## config.mk

```make
export PLATFORM = sky130hd
export DESIGN_NAME = disparity_frame_seq
export DESIGN_NICKNAME = d
export VERILOG_FILES = /design/src/rtl/disparity_pkg.sv /design/src/rtl/disp_raster_ctr.sv /design/src/rtl/disparity_frame_seq.sv
export SDC_FILE = /design/constraint.sdc
export NUM_CORES = 1
export LEC_CHECK = 0
export CAP_MARGIN = 25
export CORE_MARGIN = 1
export CORE_UTILIZATION = 45
export CTS_CLUSTER_SIZE = 10
export DETAILED_ROUTE_END_ITERATION = 6
export PLACE_DENSITY = 0.75
export REMOVE_ABC_BUFFERS = 1
export SLEW_MARGIN = 20
export SYNTH_ARGS = -nofsm -noshare
export SYNTH_HDL_FRONTEND = slang
export SYNTH_SLANG_ARGS = --single-unit
export TNS_END_PERCENT = 5
```

## constraint.sdc

```tcl
create_clock -name clk -period 2.5 [get_ports clk]
set_clock_uncertainty 0.1 [all_clocks]
set_input_delay 0.5 -clock clk [delete_from_list [all_inputs] [get_ports clk]]
set_output_delay 0.5 -clock clk [all_outputs]
set_load 0.01 [all_outputs]
```

## src/rtl/disparity_pkg.sv

```systemverilog
// Shared definitions for the disparity frame path: core state codes,
// sequencer state encodings and default image geometry.
package disparity_pkg;

   localparam int DEF_WIDTH  = 450;
   localparam int DEF_HEIGHT = 375;
   localparam int DEF_BORDER = 3;
   localparam int ADDR_W     = 10;

   // State codes reported by the disparity core on its state_LED bus
   typedef enum logic [2:0] {
      CORE_IDLE     = 3'b000,
      CORE_READ     = 3'b001,
      CORE_SEPARATE = 3'b010,
      CORE_SAD      = 3'b011,
      CORE_FINALIZE = 3'b100
   } core_state_e;

   typedef enum logic [2:0] {
      SEQ_IDLE    = 3'd0,
      SEQ_WAIT    = 3'd1,
      SEQ_START   = 3'd2,
      SEQ_RUN     = 3'd3,
      SEQ_SCAN    = 3'd4,
      SEQ_RELEASE = 3'd5,
      SEQ_ERROR   = 3'd6
   } seq_state_e;

endpackage

```

## src/rtl/disp_raster_ctr.sv

```systemverilog
// Raster address generator over a COLS x ROWS result image; wraps to (0,0)
// after the last pixel. Shared with the display path.
module disp_raster_ctr
   import disparity_pkg::*;
#(
   parameter int COLS = DEF_WIDTH - DEF_BORDER,
   parameter int ROWS = DEF_HEIGHT
) (
   input  logic              clk,
   input  logic              reset,
   input  logic              clear,
   input  logic              advance,
   output logic [ADDR_W-1:0] href,
   output logic [ADDR_W-1:0] vref,
   output logic              eol,
   output logic              eof
);

   assign eol = (href == ADDR_W'(COLS - 1));
   assign eof = eol && (vref == ADDR_W'(ROWS - 1));

   always_ff @(posedge clk or negedge reset) begin
      if (!reset) begin
         href <= '0;
         vref <= '0;
      end else if (clear) begin
         href <= '0;
         vref <= '0;
      end else if (advance) begin
         if (eol) begin
            href <= '0;
            vref <= eof ? '0 : vref + 1'b1;
         end else begin
            href <= href + 1'b1;
         end
      end
   end

endmodule

```

## src/rtl/disparity_frame_seq.sv

```systemverilog
// Frame sequencer: waits for both camera frames, kicks the disparity core,
// then raster-scans its result onto a valid/ready stream and frees the buffers.
module disparity_frame_seq
   import disparity_pkg::*;
#(
   parameter int WIDTH    = DEF_WIDTH,
   parameter int HEIGHT   = DEF_HEIGHT,
   parameter int BORDER   = DEF_BORDER,
   parameter int DATA_W   = 41,
   parameter int READ_LAT = 1,
   parameter int TIMEOUT  = 2**26
) (
   input  logic              clk,
   input  logic              reset,
   input  logic              continuous,
   input  logic              start,
   input  logic              err_clr,
   input  logic              frame_ready_l,
   input  logic              frame_ready_r,
   output logic              frame_release,
   output logic              disp_enable,
   input  logic [2:0]        disp_state,
   output logic [ADDR_W-1:0] disp_href,
   output logic [ADDR_W-1:0] disp_vref,
   input  logic [DATA_W-1:0] disp_data,
   output logic [DATA_W-1:0] out_data,
   output logic              out_valid,
   input  logic              out_ready,
   output logic              out_eol,
   output logic              out_eof,
   output logic              busy,
   output logic              error,
   output logic [15:0]       frame_count
);

   localparam int COLS  = WIDTH - BORDER;
   localparam int TMO_W = $clog2(TIMEOUT + 1);
   localparam int LAT_W = $clog2(READ_LAT + 1);

   seq_state_e        state_q, state_d;
   logic              seen_fin;
   logic [TMO_W-1:0]  tmo_cnt;
   logic [LAT_W-1:0]  lat_cnt;
   logic              rdy_l_q, rdy_r_q;
   logic              out_valid_q;
   logic [DATA_W-1:0] out_data_q;
   logic              accept, core_done, tmo_hit, scan_clear, eol, eof;

   assign accept     = (state_q == SEQ_SCAN) && out_valid_q && out_ready;
   assign core_done  = seen_fin && (disp_state == CORE_IDLE);
   assign tmo_hit    = (tmo_cnt == TMO_W'(TIMEOUT - 1));
   assign scan_clear = (state_q == SEQ_RUN) && core_done;

   disp_raster_ctr #(.COLS(COLS), .ROWS(HEIGHT)) u_raster (
      .clk     (clk),
      .reset   (reset),
      .clear   (scan_clear),
      .advance (accept),
      .href    (disp_href),
      .vref    (disp_vref),
      .eol     (eol),
      .eof     (eof)
   );

   always_ff @(posedge clk or negedge reset) begin
      if (!reset) state_q <= SEQ_IDLE;
      else        state_q <= state_d;
   end

   always_comb begin
      state_d = state_q;
      case (state_q)
         SEQ_IDLE:    if (start || continuous) state_d = SEQ_WAIT;
         SEQ_WAIT:    if (rdy_l_q && rdy_r_q) state_d = SEQ_START;
         SEQ_START:   state_d = SEQ_RUN;
         SEQ_RUN: begin
            if (core_done)    state_d = SEQ_SCAN;
            else if (tmo_hit) state_d = SEQ_ERROR;
         end
         SEQ_SCAN:    if (accept && eof) state_d = SEQ_RELEASE;
         SEQ_RELEASE: state_d = continuous ? SEQ_WAIT : SEQ_IDLE;
         SEQ_ERROR:   if (err_clr) state_d = SEQ_IDLE;
         default:     state_d = SEQ_IDLE;
      endcase
   end

   // Buffer flags are registered once so they enter cleanly from the camera side
   always_ff @(posedge clk or negedge reset) begin
      if (!reset) begin
         rdy_l_q     <= 1'b0;
         rdy_r_q     <= 1'b0;
         seen_fin    <= 1'b0;
         tmo_cnt     <= '0;
         lat_cnt     <= '0;
         out_valid_q <= 1'b0;
         out_data_q  <= '0;
         frame_count <= '0;
      end else begin
         rdy_l_q <= frame_ready_l;
         rdy_r_q <= frame_ready_r;

         if (state_q == SEQ_START) begin
            seen_fin <= 1'b0;
            tmo_cnt  <= '0;
         end else if (state_q == SEQ_RUN) begin
            if (core_done)                           seen_fin <= 1'b0;
            else if (disp_state == CORE_FINALIZE)    seen_fin <= 1'b1;
            if (tmo_cnt != TMO_W'(TIMEOUT))          tmo_cnt  <= tmo_cnt + 1'b1;
         end

         // Address must sit READ_LAT+1 edges before capture so data is never stale
         if (state_q == SEQ_SCAN) begin
            if (out_valid_q) begin
               if (out_ready) begin
                  out_valid_q <= 1'b0;
                  lat_cnt     <= '0;
               end
            end else if (lat_cnt == LAT_W'(READ_LAT)) begin
               out_data_q  <= disp_data;
               out_valid_q <= 1'b1;
            end else begin
               lat_cnt <= lat_cnt + 1'b1;
            end
         end else begin
            out_valid_q <= 1'b0;
            lat_cnt     <= '0;
         end

         if (state_q == SEQ_RELEASE) frame_count <= frame_count + 1'b1;
      end
   end

   always_comb begin
      disp_enable   = 1'b0;
      frame_release = 1'b0;
      error         = 1'b0;
      busy          = 1'b1;
      case (state_q)
         SEQ_IDLE:    busy          = 1'b0;
         SEQ_START:   disp_enable   = 1'b1;
         SEQ_RELEASE: frame_release = 1'b1;
         SEQ_ERROR:   error         = 1'b1;
         default: ;
      endcase
      out_valid = out_valid_q;
      out_data  = out_data_q;
      out_eol   = out_valid_q && eol;
      out_eof   = out_valid_q && eof;
   end

endmodule

```

# Yosys cells after proc, flatten, opt, wreduce, memory -nomap -nowiden
# Index checks and enable logic that the tools add are counted.
[classes]
eq_ne = 17
bitwise_logic = 1
add_sub_neg = 5
reduce_logical = 22
n_mux = 34
[ops]
columns = ["operator", "count"]
rows = [
  ["two-way mux 27 bit", 3],
  ["two-way mux 10 bit", 7],
  ["adder 27 x 1 -> 27 bit, second input constant", 1],
  ["== test 27 x 26 -> 1 bit, second input constant", 1],
  ["inequality test 27 bit, second input constant", 1],
  ["case mux 3 bit (7 select lines)", 1],
  ["adder 10 x 1 -> 10 bit, second input constant", 2],
  ["== test 10 x 9 -> 1 bit, second input constant", 2],
  ["two-way mux 3 bit", 6],
  ["two-way mux 1 bit", 17],
  ["adder 16 x 1 -> 16 bit, second input constant", 1],
  ["== test 3 bit, second input constant", 4],
  ["logical AND 1 bit", 9],
  ["nonzero test 2 bit", 4],
  ["== test 3 x 2 -> 1 bit, second input constant", 2],
  ["logical NOT 3 bit", 2],
  ["inequality test 2 bit, second input constant", 3],
  ["inequality test 3 bit, second input constant", 2],
  ["AND reduction 2 bit", 3],
  ["AND reduction 5 bit", 1],
  ["== test 3 x 1 -> 1 bit, second input constant", 1],
  ["AND reduction 3 bit", 1],
  ["nonzero test 3 bit", 1],
  ["inequality test 2 x 1 -> 1 bit, second input constant", 1],
  ["other kinds (3)", 3],
]
[totals]
output_inout_bits = 84
word_cells = 90
reg_bits = 112

# Logic depth before layout (Yosys ltp)
[logic_depth]
depth_word = 6
mapped_depth = 9
depth_no_buf = 7

# Cells and area by module
# A second synthesis with hierarchy kept.
[hier_totals]
cells_unflattened = 513
area_unflattened_um2 = 5388.9
[modules_own_cells]
columns = ["module", "instances", "cells_per_inst", "seq_area_each_um2", "area_each_um2"]
rows = [
  ["disparity_frame_seq", 1, 379, 2302.2, 4189.0],
  ["disp_raster_ctr", 1, 134, 500.5, 1199.9],
]

# Worst setup path before layout
# No wires, ideal clock.
[synth_timing]
path_kind = "register to output"
startpoint = "register u_raster.vref[0]"
endpoint = "output port out_eof"
path_slack_ps = 356
required_ps = 1900
arrival_ps = 1544
path_stages_with_launch = 7
path_cell_list = "dfrtp_1 inv_1 ha_1 nand2_1 nor4_1 clkbuf_1 and3_1"
[synth_between]
elab_chain_len = 3
[synth_rtl]
columns = ["item", "line", "rtl"]
rows = [
  ["start: declaration", "disp_raster_ctr.sv:14", "output logic [ADDR_W-1:0] vref,"],
  ["start signal: assignment", "disp_raster_ctr.sv:32", "vref <= eof ? '0 : vref + 1'b1;"],
  ["== test 10 x 9 -> 1 bit", "disp_raster_ctr.sv:20", "assign eof = eol && (vref == ADDR_W'(ROWS - 1));"],
  ["logical AND 1 bit", "disp_raster_ctr.sv:20", ""],
  ["logical AND 1 bit", "disparity_frame_seq.sv:148", "out_eof = out_valid_q && eof;"],
  ["end: declaration", "disparity_frame_seq.sv:30", "output logic out_eof,"],
]
# Every way passes these cells.

# Worst setup path after layout
[layout_timing]
startpoint = "register state_q[1]"
endpoint = "output port busy"
[layout_between]
elab_chain_len = 2
[layout_rtl]
columns = ["item", "line", "rtl"]
rows = [
  ["start: declaration", "disparity_frame_seq.sv:40", "seq_state_e state_q, state_d;"],
  ["start signal: assignment", "disparity_frame_seq.sv:67", "else state_q <= state_d;"],
  ["logical NOT 3 bit", "disparity_frame_seq.sv:138", "case (state_q)"],
  ["two-way mux 1 bit", "disparity_frame_seq.sv:138", ""],
  ["end: declaration", "disparity_frame_seq.sv:31", "output logic busy,"],
]
# Every way passes these cells.

==> results.json <==
{
  "power_frac_comb_pct": 33.3,
  "grt_antenna_before_repair": 0,
  "start_kind": "register",
  "finalHoldViolCount": 0,
  "synthCells": 477,
  "ys_seq_area_share_pct": 53.6,
  "cts_tree": "yes",
  "multiInputGateArea_sq_um": 2320,
  "coreArea_sq_um": 11400,
  "num_rows": 39,
  "drt_iter0_markers": 250,
  "powerDensity_nw_per_um2": 809,
  "drive_gt1_share_pct": 8.95,
  "fmax_mhz": 418,
  "worstPathCellList": "or3_1 > clkdlybuf4s50_1",
  "ys_seq_elements": 112,
  "max_stage_delay_ns": 0.53,
  "end_kind": "primary output",
  "fin_nets": 691,
  "dr.pass1.iters": 4,
  "swShare_pct": 31.1,
  "required_ns": 1.90,
  "die_area_sq_um": 12100,
  "clock_sinks": 112,
  "hold_class": "in -> async",
  "path_clk_slew_ns": 0.07,
  "maxCapViolCount": 0,
  "hpwl_mm": 9.08,
  "p_leak_nw": 3.10,
  "htree_levels": 3,
  "grt_max_degree": 113,
  "root_buffer": "clkbuf_16",
  "syn_area_sq_um": 5230,
  "place_congestion": 0.837,
  "peakVddDrop_uv": 520,
  "path_max_fanout": 11,
  "critPathKind": "reg -> out",
  "fin_crit_sh_pct": 95.7,
  "fin_util_pct": 63.2,
  "cts-buffers-inserted": 9,
  "worst_pin_slew_ns": 0.611,
  "critPathBufInv": 1,
  "via_per_inst": 5.41,
  "synth_edf_count": 0,
  "seq_power_share_pct": 43.1,
  "power.total_mw": 5.82,
  "die-width_microns": 110,
  "switching_power_mw": 1.81,
  "p_int_mw": 4.01,
  "ant_nets": 0,
  "ys.flop_type": "dfrtp_1",
  "ys_warn_count": 0,
  "n_fill_cell": 941,
  "clockBufferDepth": 2,
  "overflow": 0,
  "initial_core_util_pct": 46.0,
  "vias": 4216,
  "cp_top_family": "buffers and inverters",
  "pwr-share-clk_pct": 23.7,
  "place.port_buffers": 135,
  "post_synth.cell_area_avg_sq_um": 11.0,
  "setup_viol": 0,
  "yosysUniqueCellTypes": 52,
  "drc_errors": 0,
  "wl_mm": 12.5,
  "register_area_sq_um": 2810,
  "cts_hold_buf": 0,
  "relSlewSlack_pct": 59.3,
  "status": "complete, no violations",
  "crit_arrival_ns": 1.79,
  "critPathSlowestCell": "clkdlybuf4s50_1",
  "slew_viol_final": 0,
  "die_h_microns": 110,
  "worstSkewPairLatency_ns": 0.35,
  "grt_pass1_vias": 4014,
  "finalCriticalPeriod_ns": 2.39,
  "holdWs_ns": 0.111,
  "track_usage_pct": 21.8,
  "wire_per_inst_microns": 16.0,
  "area_growth_pct": 37.4,
  "grt_pass1_wl_mm": 20.2,
  "ios": 136,
  "rsz0062_at_grt": "false",
  "num_antenna_cells": 0,
  "synthArstFlopShare_pct": 100
}
## placed cells by master, fill, tap and decap left out, types with 9 or more instances in the layout
| master | count |
|---|---|
| and3_1 | 13 |
| buf_4 | 25 |
| clkbuf_16 | 9 |
| clkdlybuf4s50_1 | 132 |
| dfrtp_1 | 110 |
| mux2_1 | 41 |
| nand2_1 | 36 |
| nand3_1 | 22 |
| nand4_1 | 20 |
| nor2_1 | 39 |
| nor3_1 | 13 |
| o21ai_0 | 13 |
| o21ai_1 | 13 |
| xor2_1 | 32 |
## state kept, by name (all words and copies together), names as in the netlist
name and cells:
rdy_r_q 1, frame_count 16, out_valid 1, u_raster.href 10
seen_fin 1, lat_cnt 1, rdy_l_q 1, out_data 41
state_q 3, u_raster.vref 10, tmo_cnt 27
## area by class of cell
type | count | share of cell area (%)
flip-flops and latches | 112 | 39.0
multi-input cells | 339 | 32.3
repair buffers | 161 | 21.8
clock buffers | 10 | 3.19
well taps | 143 | 2.49
clock inverters | 6 | 0.714
inverters | 9 | 0.470
## metal layers
metal	part of all wire (%)	wire length (microns)	vias to the layer above	track usage (%)
met5	0	0	-	0
met3	7.5	936	10	5.22
met4	1.1	134	0	6.29
li1	-	-	2019	-
met2	47	5920	143	35.3
met1	44	5530	2044	29.0
## kinds of logic after synthesis
| group | Yosys count | share of synthesized area (%) |
|---|---|---|
| and+or+nand+nor | 194 | 20.0 |
| DFF | 112 | 53.6 |
| buffers and inverters | 26 | 2.15 |
| AOI/OAI and AO/OA | 56 | 6.89 |
| adders and majority gates | 7 | 1.67 |
| muxes | 42 | 9.04 |
| xor gates and xnor gates | 40 | 6.70 |
## final timing paths
check	startpoint	endpoint	slack, ns	depth (start not counted)
worst max-delay path	state_q[1]$_DFFE_PN0P_	busy	0.11	2
worst min-delay path	reset	out_data[7]$_DFFE_PN0P_	0.11	2
worst max register to register	state_q[1]$_DFFE_PN0P_	u_raster.vref[4]$_DFFE_PN0P_	0.17	6
worst min register to register	frame_count[15]$_DFFE_PN0N_	frame_count[15]$_DFFE_PN0N_	0.38	1
max in group asynchronous	reset	state_q[2]$_DFFE_PN0P_	1.68	2
min in group clk	frame_count[15]$_DFFE_PN0N_	frame_count[15]$_DFFE_PN0N_	0.38	1
## synthesized netlist by cell type (3+ instances only)
| cell | instances | area [sq um] |
|---|---|---|
| and2_1 | 4 | 25.0 |
| dfrtp_1 | 112 | 2800 |
| and3_1 | 13 | 81.3 |
| nand2_1 | 36 | 135 |
| ha_1 | 7 | 87.6 |
| nand3_1 | 22 | 110 |
| nand4_1 | 20 | 125 |
| nand2b_1 | 8 | 50.1 |
| and4_1 | 5 | 43.8 |
| nor2_1 | 39 | 146 |
| a21oi_1 | 8 | 40.0 |
| o21ai_0 | 13 | 65.1 |
| nor3_1 | 13 | 65.1 |
| clkbuf_1 | 5 | 18.8 |
| nand3b_1 | 3 | 22.5 |
| or3_1 | 6 | 37.5 |
| nor4_1 | 7 | 43.8 |
| o31ai_2 | 4 | 50.1 |
| mux2_1 | 41 | 462 |
| buf_2 | 9 | 45.0 |
| xnor2_1 | 8 | 70.1 |
| xor2_1 | 32 | 280 |
| o21ai_1 | 13 | 65.1 |
| o211ai_1 | 3 | 22.5 |
| inv_1 | 9 | 33.8 |
## power by group through the flow
stage / Clock (mW) / Sequential [mW] / Combinational (mW)
floorplan: 0 / 2.68 / 0.588
global placement: 0 / 2.51 / 1.89
detailed placement: 0 / 2.55 / 1.92
CTS: 1.41 / 2.51 / 1.94
global route: 1.49 / 2.57 / 2.12
finish: 1.38 / 2.50 / 1.94
## repair_timing
item                       4_1_cts  5_1_grt
setup buffers                    3        2
gates resized for setup          5        2
pin swaps                        1        0
setup endpoints to repair        4        2
## through the flow
step	instances	area (sq um)	setup WS (ns)	setup TNS, ns
2_1_floorplan	460	5150	-0.0319	-0.0319
3_3_place_gp	759	6860	-0.0990	-0.472
3_5_place_dp	759	6860	-0.113	-0.665
4_1_cts	778	7170	0.0475	0
5_1_grt	780	7190	0.0116	0
6_report	780	7190	0.108	0
Power figures use the tool's default switching activity.
